$ cat src/rtl/usr_ctrl_if.sv
// Bus between the usr_ctrl sequencer, its command source and the universal shift register.
// The slave modport is the sequencer; the master modport is the surrounding environment.
interface usr_ctrl_if #(
    parameter int unsigned WIDTH = 4,
    parameter int unsigned CNT_W = 3
);
    logic             start;
    logic             dir;
    logic [CNT_W-1:0] nshift;
    logic [WIDTH-1:0] din;
    logic [WIDTH-1:0] ser_data;
    logic [WIDTH-1:0] usr_pout;
    logic             s1;
    logic             s0;
    logic             sin;
    logic [WIDTH-1:0] pin;
    logic             busy;
    logic             done;
    logic [WIDTH-1:0] result;

    modport slave (
        input  start, dir, nshift, din, ser_data, usr_pout,
        output s1, s0, sin, pin, busy, done, result
    );

    modport master (
        output start, dir, nshift, din, ser_data, usr_pout,
        input  s1, s0, sin, pin, busy, done, result
    );
endinterface

$ cat src/rtl/usr_ctrl.sv
// Load / shift-N / capture sequencer for a universal shift register. Between operations the
// register is held by reloading it from result, since mode 00 clears it and never appears here.
module usr_ctrl #(
    parameter int unsigned WIDTH = 4,
    parameter int unsigned CNT_W = 3
) (
    input logic       clk,
    input logic       rst,
    usr_ctrl_if.slave bus
);
    typedef enum logic [1:0] {StIdle, StLoad, StShift, StCapture} state_e;

    localparam logic [CNT_W-1:0] MaxCnt    = CNT_W'(WIDTH);
    localparam logic [1:0]       ModeLoad  = 2'b11;
    localparam logic [1:0]       ModeLeft  = 2'b01;
    localparam logic [1:0]       ModeRight = 2'b10;

    state_e           state_q, state_d;
    logic [1:0]       mode_q, mode_d;
    logic             sin_q, sin_d;
    logic [WIDTH-1:0] pin_q, pin_d;
    logic             busy_q, busy_d;
    logic             done_q, done_d;
    logic [WIDTH-1:0] result_q, result_d;
    logic [WIDTH-1:0] ser_q, ser_d;
    logic             dir_q, dir_d;
    logic [CNT_W-1:0] cnt_q, cnt_d;
    logic [CNT_W-1:0] k_q, k_d;

    logic [CNT_W-1:0] k_nxt;
    logic [WIDTH-1:0] ser_sh;
    logic [1:0]       shift_mode;

    always_comb begin
        state_d    = state_q;
        mode_d     = ModeLoad;
        sin_d      = 1'b0;
        pin_d      = pin_q;
        busy_d     = busy_q;
        done_d     = 1'b0;
        result_d   = result_q;
        ser_d      = ser_q;
        dir_d      = dir_q;
        cnt_d      = cnt_q;
        k_d        = k_q;
        k_nxt      = k_q + CNT_W'(1);
        ser_sh     = ser_q >> k_nxt;
        shift_mode = dir_q ? ModeRight : ModeLeft;

        case (state_q)
            StIdle: begin
                pin_d  = result_q;
                busy_d = 1'b0;
                if (bus.start) begin
                    state_d = StLoad;
                    ser_d   = bus.ser_data;
                    dir_d   = bus.dir;
                    cnt_d   = (bus.nshift > MaxCnt) ? MaxCnt : bus.nshift;
                    // pin_q doubles as the latched din during LOAD.
                    pin_d   = bus.din;
                    busy_d  = 1'b1;
                end
            end
            StLoad: begin
                pin_d = '0;
                if (cnt_q == '0) begin
                    state_d = StCapture;
                    done_d  = 1'b1;
                end else begin
                    state_d = StShift;
                    k_d     = '0;
                    mode_d  = shift_mode;
                    sin_d   = ser_q[0];
                end
            end
            StShift: begin
                k_d = k_nxt;
                if (k_nxt == cnt_q) begin
                    state_d = StCapture;
                    done_d  = 1'b1;
                end else begin
                    mode_d = shift_mode;
                    sin_d  = ser_sh[0];
                end
            end
            StCapture: begin
                state_d  = StIdle;
                result_d = bus.usr_pout;
                pin_d    = bus.usr_pout;
                busy_d   = 1'b0;
                k_d      = '0;
            end
            default: state_d = StIdle;
        endcase
    end

    always_ff @(posedge clk) begin
        if (rst) begin
            state_q  <= StIdle;
            mode_q   <= ModeLoad;
            sin_q    <= 1'b0;
            pin_q    <= '0;
            busy_q   <= 1'b0;
            done_q   <= 1'b0;
            result_q <= '0;
            ser_q    <= '0;
            dir_q    <= 1'b0;
            cnt_q    <= '0;
            k_q      <= '0;
        end else begin
            state_q  <= state_d;
            mode_q   <= mode_d;
            sin_q    <= sin_d;
            pin_q    <= pin_d;
            busy_q   <= busy_d;
            done_q   <= done_d;
            result_q <= result_d;
            ser_q    <= ser_d;
            dir_q    <= dir_d;
            cnt_q    <= cnt_d;
            k_q      <= k_d;
        end
    end

    // CAPTURE reloads the register with its own value, the only combinational path.
    assign bus.pin    = (state_q == StCapture) ? bus.usr_pout : pin_q;
    assign bus.s1     = mode_q[1];
    assign bus.s0     = mode_q[0];
    assign bus.sin    = sin_q;
    assign bus.busy   = busy_q;
    assign bus.done   = done_q;
    assign bus.result = result_q;
endmodule

$ cat src/flat_wrapper.sv
// flat-port wrapper written by rule: the top's interface ports become plain ports
module usr_ctrl_flat 
#(
    parameter int unsigned WIDTH = 4,
    parameter int unsigned CNT_W = 3
)
  (clk, rst, bus_start, bus_dir, bus_nshift, bus_din, bus_ser_data, bus_usr_pout, bus_s1, bus_s0, bus_sin, bus_pin, bus_busy, bus_done, bus_result);
  usr_ctrl_if #(.WIDTH(WIDTH), .CNT_W(CNT_W)) bus_i ();
  input logic clk;
  input logic rst;
  input wire logic [$bits(bus_i.start)-1:0] bus_start;
  input wire logic [$bits(bus_i.dir)-1:0] bus_dir;
  input wire logic [$bits(bus_i.nshift)-1:0] bus_nshift;
  input wire logic [$bits(bus_i.din)-1:0] bus_din;
  input wire logic [$bits(bus_i.ser_data)-1:0] bus_ser_data;
  input wire logic [$bits(bus_i.usr_pout)-1:0] bus_usr_pout;
  output wire logic [$bits(bus_i.s1)-1:0] bus_s1;
  output wire logic [$bits(bus_i.s0)-1:0] bus_s0;
  output wire logic [$bits(bus_i.sin)-1:0] bus_sin;
  output wire logic [$bits(bus_i.pin)-1:0] bus_pin;
  output wire logic [$bits(bus_i.busy)-1:0] bus_busy;
  output wire logic [$bits(bus_i.done)-1:0] bus_done;
  output wire logic [$bits(bus_i.result)-1:0] bus_result;
  assign bus_i.start = bus_start;
  assign bus_i.dir = bus_dir;
  assign bus_i.nshift = bus_nshift;
  assign bus_i.din = bus_din;
  assign bus_i.ser_data = bus_ser_data;
  assign bus_i.usr_pout = bus_usr_pout;
  assign bus_s1 = bus_i.s1;
  assign bus_s0 = bus_i.s0;
  assign bus_sin = bus_i.sin;
  assign bus_pin = bus_i.pin;
  assign bus_busy = bus_i.busy;
  assign bus_done = bus_i.done;
  assign bus_result = bus_i.result;
  usr_ctrl #(.WIDTH(WIDTH), .CNT_W(CNT_W)) u_core (.clk(clk), .rst(rst), .bus(bus_i));
endmodule
$ cat config.mk
export PLATFORM = sky130hd
export DESIGN_NAME = usr_ctrl_flat
export DESIGN_NICKNAME = d
export VERILOG_FILES = /design/src/rtl/usr_ctrl_if.sv /design/src/rtl/usr_ctrl.sv /design/src/flat_wrapper.sv
export SDC_FILE = /design/constraint.sdc
export NUM_CORES = 1
export LEC_CHECK = 0
export ABC_AREA = 1
export ABC_CLOCK_PERIOD_IN_PS = 1350
export CORE_AREA = 2 2 51 72
export DETAILED_ROUTE_END_ITERATION = 8
export DIE_AREA = 0 0 53 74
export GPL_ROUTABILITY_DRIVEN = 0
export PLACE_DENSITY = 0.65
export SETUP_SLACK_MARGIN = 0.2
export SLEW_MARGIN = 20
export SYNTH_ARGS = -nofsm -noshare
export SYNTH_HDL_FRONTEND = slang
export SYNTH_SLANG_ARGS = --single-unit
$ cat constraint.sdc
create_clock -name clk -period 1.35 [get_ports clk]
set_input_delay 0.27 -clock clk [delete_from_list [all_inputs] [get_ports clk]]
set_output_delay 0.27 -clock clk [all_outputs]
set_load 0.01 [all_outputs]
# ---- Yosys cells after proc, flatten, opt, wreduce, memory -nomap -nowiden
# Index checks and enable logic that the tools add are counted.
dict set report word_totals {
  ff_bits 26
  inputBits 19
  output_inout_bits 13
  wordCells 51
}
dict set report classes {
  add_sub_neg 1
  order_cmp 1
  eq_ne 7
  shifts 1
  n_mux 22
  reduce_logical 8
}
# op count
set ops {}
lappend ops {{$pmux 4 s3} 1}
lappend ops {{$mux 2} 5}
lappend ops {{$pmux 3 s3} 1}
lappend ops {{$mux 4} 2}
lappend ops {{$pmux 2 s4} 1}
lappend ops {{$mux 1} 6}
lappend ops {{$mux 3} 2}
lappend ops {{$pmux 1 s2} 3}
lappend ops {{$reduce_and 2->1} 3}
lappend ops {{$reduce_bool 3->1} 2}
lappend ops {{$eq 2x2->1 const B} 2}
lappend ops {{$ne 2x2->1 const B} 2}
lappend ops {{$pmux 2 s2} 1}
lappend ops {{$shr 4x3->1} 1}
lappend ops {{$add 3x1->3 const B} 1}
lappend ops {{$eq 3x3->1} 1}
lappend ops {{$gt 3x3->1 const B} 1}
lappend ops {{$logic_not 3->1} 1}
lappend ops {{$eq 2x1->1 const B} 1}
lappend ops {{$logic_not 2->1} 1}
lappend ops {{$ne 2x1->1 const B} 1}
lappend ops {{$reduce_bool 2->1} 1}

# ---- Longest topological paths before layout
dict set report logic_depth {
  ltp_word 4
  mapped_depth 10
  ltp_nobuf 10
}

# ---- Worst setup path before layout
# OpenSTA, ideal clock, no wires.
dict set report synth_timing {
  kind {register -> register}
  from {register u_core.k_q[0]}
  to {register u_core.state_q[0]}
  setup_time_ps 115
  arrival_ps 1220
  required_ps 1235
  slack_ps 15
  stages_incl_launch_ff 11
  n_path_buf 0
  synth_period_minus_slack_ps 1335
  cell_sequence {dfxtp_1 -> ha_1 -> inv_1 -> nand2_1 -> nand2_1 -> nor2_2 -> nand2_2 -> nand2_2 -> nand3_1 -> nand2_1 -> nor2_1}
}
dict set report synth_between {
  elab_chain_len 4
}
# element line
set synth_rtl {}
lappend synth_rtl {{from (decl)} usr_ctrl.sv:28} ;# logic [CNT_W-1:0] k_q, k_d;
lappend synth_rtl {{from (signal assigned)} usr_ctrl.sv:121} ;# k_q <= k_d;
lappend synth_rtl {{$add 3x1->3} usr_ctrl.sv:46} ;# k_nxt = k_q + CNT_W'(1);
lappend synth_rtl {{$eq 3x3->1} usr_ctrl.sv:78} ;# if (k_nxt == cnt_q) begin
lappend synth_rtl {{$ne 2x1->1 (no line)} -}
lappend synth_rtl {{$reduce_and 2->1 (no line)} -}
lappend synth_rtl {{to (signal assigned)} usr_ctrl.sv:99} ;# state_q <= StIdle;
lappend synth_rtl {{to (signal assigned)} usr_ctrl.sv:111} ;# state_q <= state_d;
lappend synth_rtl {{to (decl)} usr_ctrl.sv:18} ;# state_e state_q, state_d;
# Every way passes these cells.
# A chain may end at the register's enable or synchronous reset.

# ---- Final worst setup path
dict set report layout_timing {
  from {register u_core.state_q[0]}
  to {output bus_pin[1]}
}
dict set report layout_between {
  elab_chain_len 2
}
# element line
set layout_rtl {}
lappend layout_rtl {{$eq 2x2->1} usr_ctrl.sv:126} ;# assign bus.pin = (state_q == StCapture) ? bus.usr_pout : pin_q;
lappend layout_rtl {{$mux 4} usr_ctrl.sv:126}
lappend layout_rtl {{to (decl)} flat_wrapper.sv:20} ;# output wire logic [$bits(bus_i.pin)-1:0] bus_pin;
# Every way passes these cells.

==> results summary <==
With fillers left out, the area of the finished cells amounts to 0.002248 sq mm. In the synthesized netlist, the number of instances is 179. Of the cells placed in the final design, the portion with a size suffix greater than 1 is 0.4980. The flow ran to the end, but the final reports show violations. The overall fraction of global-route tracks in use came out at 0.2067.

Of the synthesized area, sequential elements account for 0.4078. By instance count, the cell type seen most on the critical path is nand2_1. The via count of the first global-routing pass came to 1386. The die extent in y is 74 microns. The maximum clock frequency is 692.9 MHz. The die outline area came out at 0.003922 sq mm. The via count normalized by instance count is 4.937. Counting every sink on the clock net gives 26. Yosys attributes the largest share of cell area to dfxtp_1, nand2_1, a21oi_1.

The largest individual stage delay along the critical path comes from the cell dfxtp_2. The clock transition at the registers of the reported paths is 0.09 ns. The final-report max-slew violation count is 0. For this design the top-level I/O count stands at 32. The die span in x came out at 53 microns. The clock reaches the later pin of the worst-skew pair after 0.27 ns. The share of Yosys cell area claimed by the top area cell type is 0.4078. The repair_antennas step left the layout with diodes totalling 0.

The net switching power figure came out at 0.001656 W. Setup repair after global routing could not meet its margin everywhere. The final critical-path share of the clock period came out at 1.069. The internal power of the cells totals 0.002470 W.

By startpoint and endpoint, the worst setup path is classified as flop to primary output. The highest net fanout along the worst path is 6. Across the VDD grid, the largest voltage drop is 1.129 mV. Each instance of the synthesized netlist takes up on average 7.130 sq um. The violation count after the first detailed-route iteration is 21. The buffer depth of the longest clock path came out at 2. The area of the mapped netlist came out at 0.001276 sq mm. The layout filler cell count is 256. The footprint of the multi-input gates is 908.4 sq um.

The number of setup violations in the final report came out at 6. The largest total area in the synthesized netlist belongs to dfxtp_1. The worst slew margin relative to its limit came out at 0.8254. Once layout is complete, the utilization of the core stands at 0.6846. The average wire per standard cell is 13.20 microns. In this run the clock root is driven by a clkbuf_8. The share of total power dissipated in combinational logic is 0.610. The total via count after detailed routing is 1407.

The final critical-path required period came out at 1.443 ns. For this design the ratio of total power to cell area is 1835 mW/mm^2. For this run, the slowest stage of the critical path takes 0.38 ns. Setup slack on the critical path of the routed design comes to -0.09311 ns. During placement, the flow inserted port buffers numbering 31. The total of max-cap violations is 0. For this run, asynchronously set or reset flops after synthesis account for 0. Summed over all nets, the half-perimeter wirelength after detailed placement is 2515 microns. The net count after synthesis came out at 205.

The min-delay analysis places its worst path in the category flop to flop. The total of warnings raised by yosys came out at 0. The hold buffer count at CTS came out at 0. The post-detailed-routing wire length came out at 3762 microns. The leakage power summed over all cells came out at 0.9320 nW.

Data on the critical path arrives at its endpoint at 1.17 ns. The top flip-flop cell by instance count after synthesis is dfxtp_1. The total DRC errors in the routed layout is 0. The initial antenna violation count came out at 0.

The number of clock buffers added by TritonCTS is 3. The worst slack on hold paths is 0.4710 ns. The worst setup path is launched from a flop.

The starting density of the core came out at 0.3886. STA classifies the critical path endpoint as a primary output. The total placed instance area came out at 0.001809 sq mm.

The count of antenna-violating nets left after detailed routing is 0. The register share of total power came out at 0.269. The synthesized design contains 0 enable-type register cells. Entering global routing, the biggest net connects 15 pins. The proportion of power drawn by the clock network is 0.121.

At the worst endpoint, the required time is 1.08 ns. The level count of the clock H-tree is 1. The clock tree from TritonCTS is done.

The transition at the pin with the smallest max-transition slack is 0.2605 ns. Walking the worst path, the cells encountered are ha_4 -> clkinv_4 -> nand2_1 -> nand2_1 -> buf_2. The post-synthesis to final-layout area growth is 76.18%. The synthesized flop and latch total is 26.

The final reports fail on negative setup slack. Of the total power, the share spent switching nets is 0.4013. The final hold violation count is 0. The number of cell rows came out at 25. The clock tree skew after final layout is 0.006362 ns. The sequential standard cell area came out at 531.8 sq um. Summed over all layers, the global routing overflow is 0. The area of the core came out at 0.003284 sq mm. The number of nets in the layout is 272. The wire length of the first global-routing pass came out at 6044 microns. The number of library cell types mapped by synthesis is 22.

The count of TritonRoute iterations in the first routing pass came out at 4.
## metal layers
layer / vias up / wire length [microns] / track usage
met5: - / 0 / 0
met4: 0 / 80 / 0.07977
met3: 6 / 160 / 0.03414
met2: 32 / 2128 / 0.4069
met1: 653 / 1393 / 0.2083
li1: 716 / - / -
## state kept, by name, summed over array words and instances, names as in the netlist
register and flops:
u_core.bus.busy 1, u_core.cnt_q 3, u_core.bus.sin 1, u_core.mode_q 2, u_core.ser_q 4, u_core.state_q 2
u_core.dir_q 1, u_core.pin_q 4, u_core.k_q 3, u_core.bus.result 4, u_core.bus.done 1
## cell usage after synthesis, drive strengths merged (4+ instances only)
library cell  number
inv               23
nand2             47
ha                 7
a31oi              4
a21oi             18
nor2              13
dfxtp             26
o21ai             18
o21a               4
nand3              9
## stage by stage
step | setup TNS [ns] | std cells | power (W) | setup WS (ns)
after floorplan | 0 | 179 | 0.002041 | 0.1091
after global placement | -1.601 | 267 | 0.002717 | -0.3355
after detailed placement | -1.971 | 267 | 0.002760 | -0.3301
after CTS | -0.4129 | 278 | 0.003718 | -0.09286
after global routing | -1.071 | 285 | 0.004395 | -0.1449
final | -0.4329 | 285 | 0.004126 | -0.09311
## placed cells by master (no fill, tap or decap), types with 2 or more instances in the layout
master	Yosys	routed
nand2_4	0	4
nand3_2	0	5
o21ai_0	16	5
inv_2	2	8
nand2_2	2	8
buf_4	0	22
dfxtp_1	26	19
nand3_1	9	3
a31oi_1	4	4
a21oi_2	0	11
buf_6	0	13
a21oi_1	18	7
buf_2	2	4
nor2_1	11	7
o21ai_1	1	5
clkdlybuf4s50_1	0	18
clkbuf_8	0	4
o21ai_2	1	7
nor2_2	2	5
nand2_1	45	35
ha_4	0	6
dlygate4sd2_1	0	4
dfxtp_2	0	6
inv_1	21	10
inv_4	0	4
clkdlybuf4s15_2	0	3
o21a_1	4	4
a22oi_2	0	2
clkbuf_2	2	2
## path summary, 6_finish.rpt
| kind | from | to | slack, ns | cells past startpoint |
|---|---|---|---|---|
| setup / recovery | u_core.state_q[0]$_SDFFE_PP0P_ | bus_pin[1] | -0.09 | 5 |
| hold / removal | u_core.ser_q[2]$_SDFFE_PP0P_ | u_core.ser_q[2]$_SDFFE_PP0P_ | 0.47 | 2 |
| setup reg to reg | u_core.state_q[0]$_SDFFE_PP0P_ | u_core.state_q[0]$_SDFFE_PP0P_ | -0.05 | 10 |
| hold reg to reg | u_core.ser_q[2]$_SDFFE_PP0P_ | u_core.ser_q[2]$_SDFFE_PP0P_ | 0.47 | 2 |
## cell type report
class | count | share of cell area
multi-input cells | 125 | 0.4040
repair buffers | 66 | 0.2627
well taps | 40 | 0.02226
clock buffers | 4 | 0.02449
inverters | 24 | 0.05008
flip-flops and latches | 26 | 0.2365
## logic make-up (layout without fill, tap and decap cells)
group / count (synthesis) / after routing / share of synthesized area
simple gates: 71 / 71 / 0.2323
compound gates: 47 / 47 / 0.2049
buf+inv: 28 / 94 / 0.08628
flops: 26 / 26 / 0.4078
fa+ha+maj: 7 / 7 / 0.06862
## power by group through the flow
stage	Combinational (W)	Sequential, W	Clock, W
3_3_place_gp	0.00163	0.00108	0
5_1_grt	0.00273	0.00113	0.000539
6_report	0.00252	0.00111	0.000499
3_5_place_dp	0.00167	0.00109	0
4_1_cts	0.00212	0.00109	0.000511
2_1_floorplan	0.000912	0.00113	0
## worst max-delay path, delay by kind of cell (launching register included)
kind | cells | cell delay (ns)
fa+ha+maj | 1 | 0.20
simple gates | 2 | 0.10
flops | 1 | 0.38
buf+inv | 2 | 0.22
## repair_timing
item,4_1_cts,5_1_grt
cloned,1,0
pin swaps,13,17
setup endpoints to repair,35,29
resized for setup,96,41
buffers inserted,6,7
hold endpoints to repair,0,0
Power figures use the tool's default switching activity.
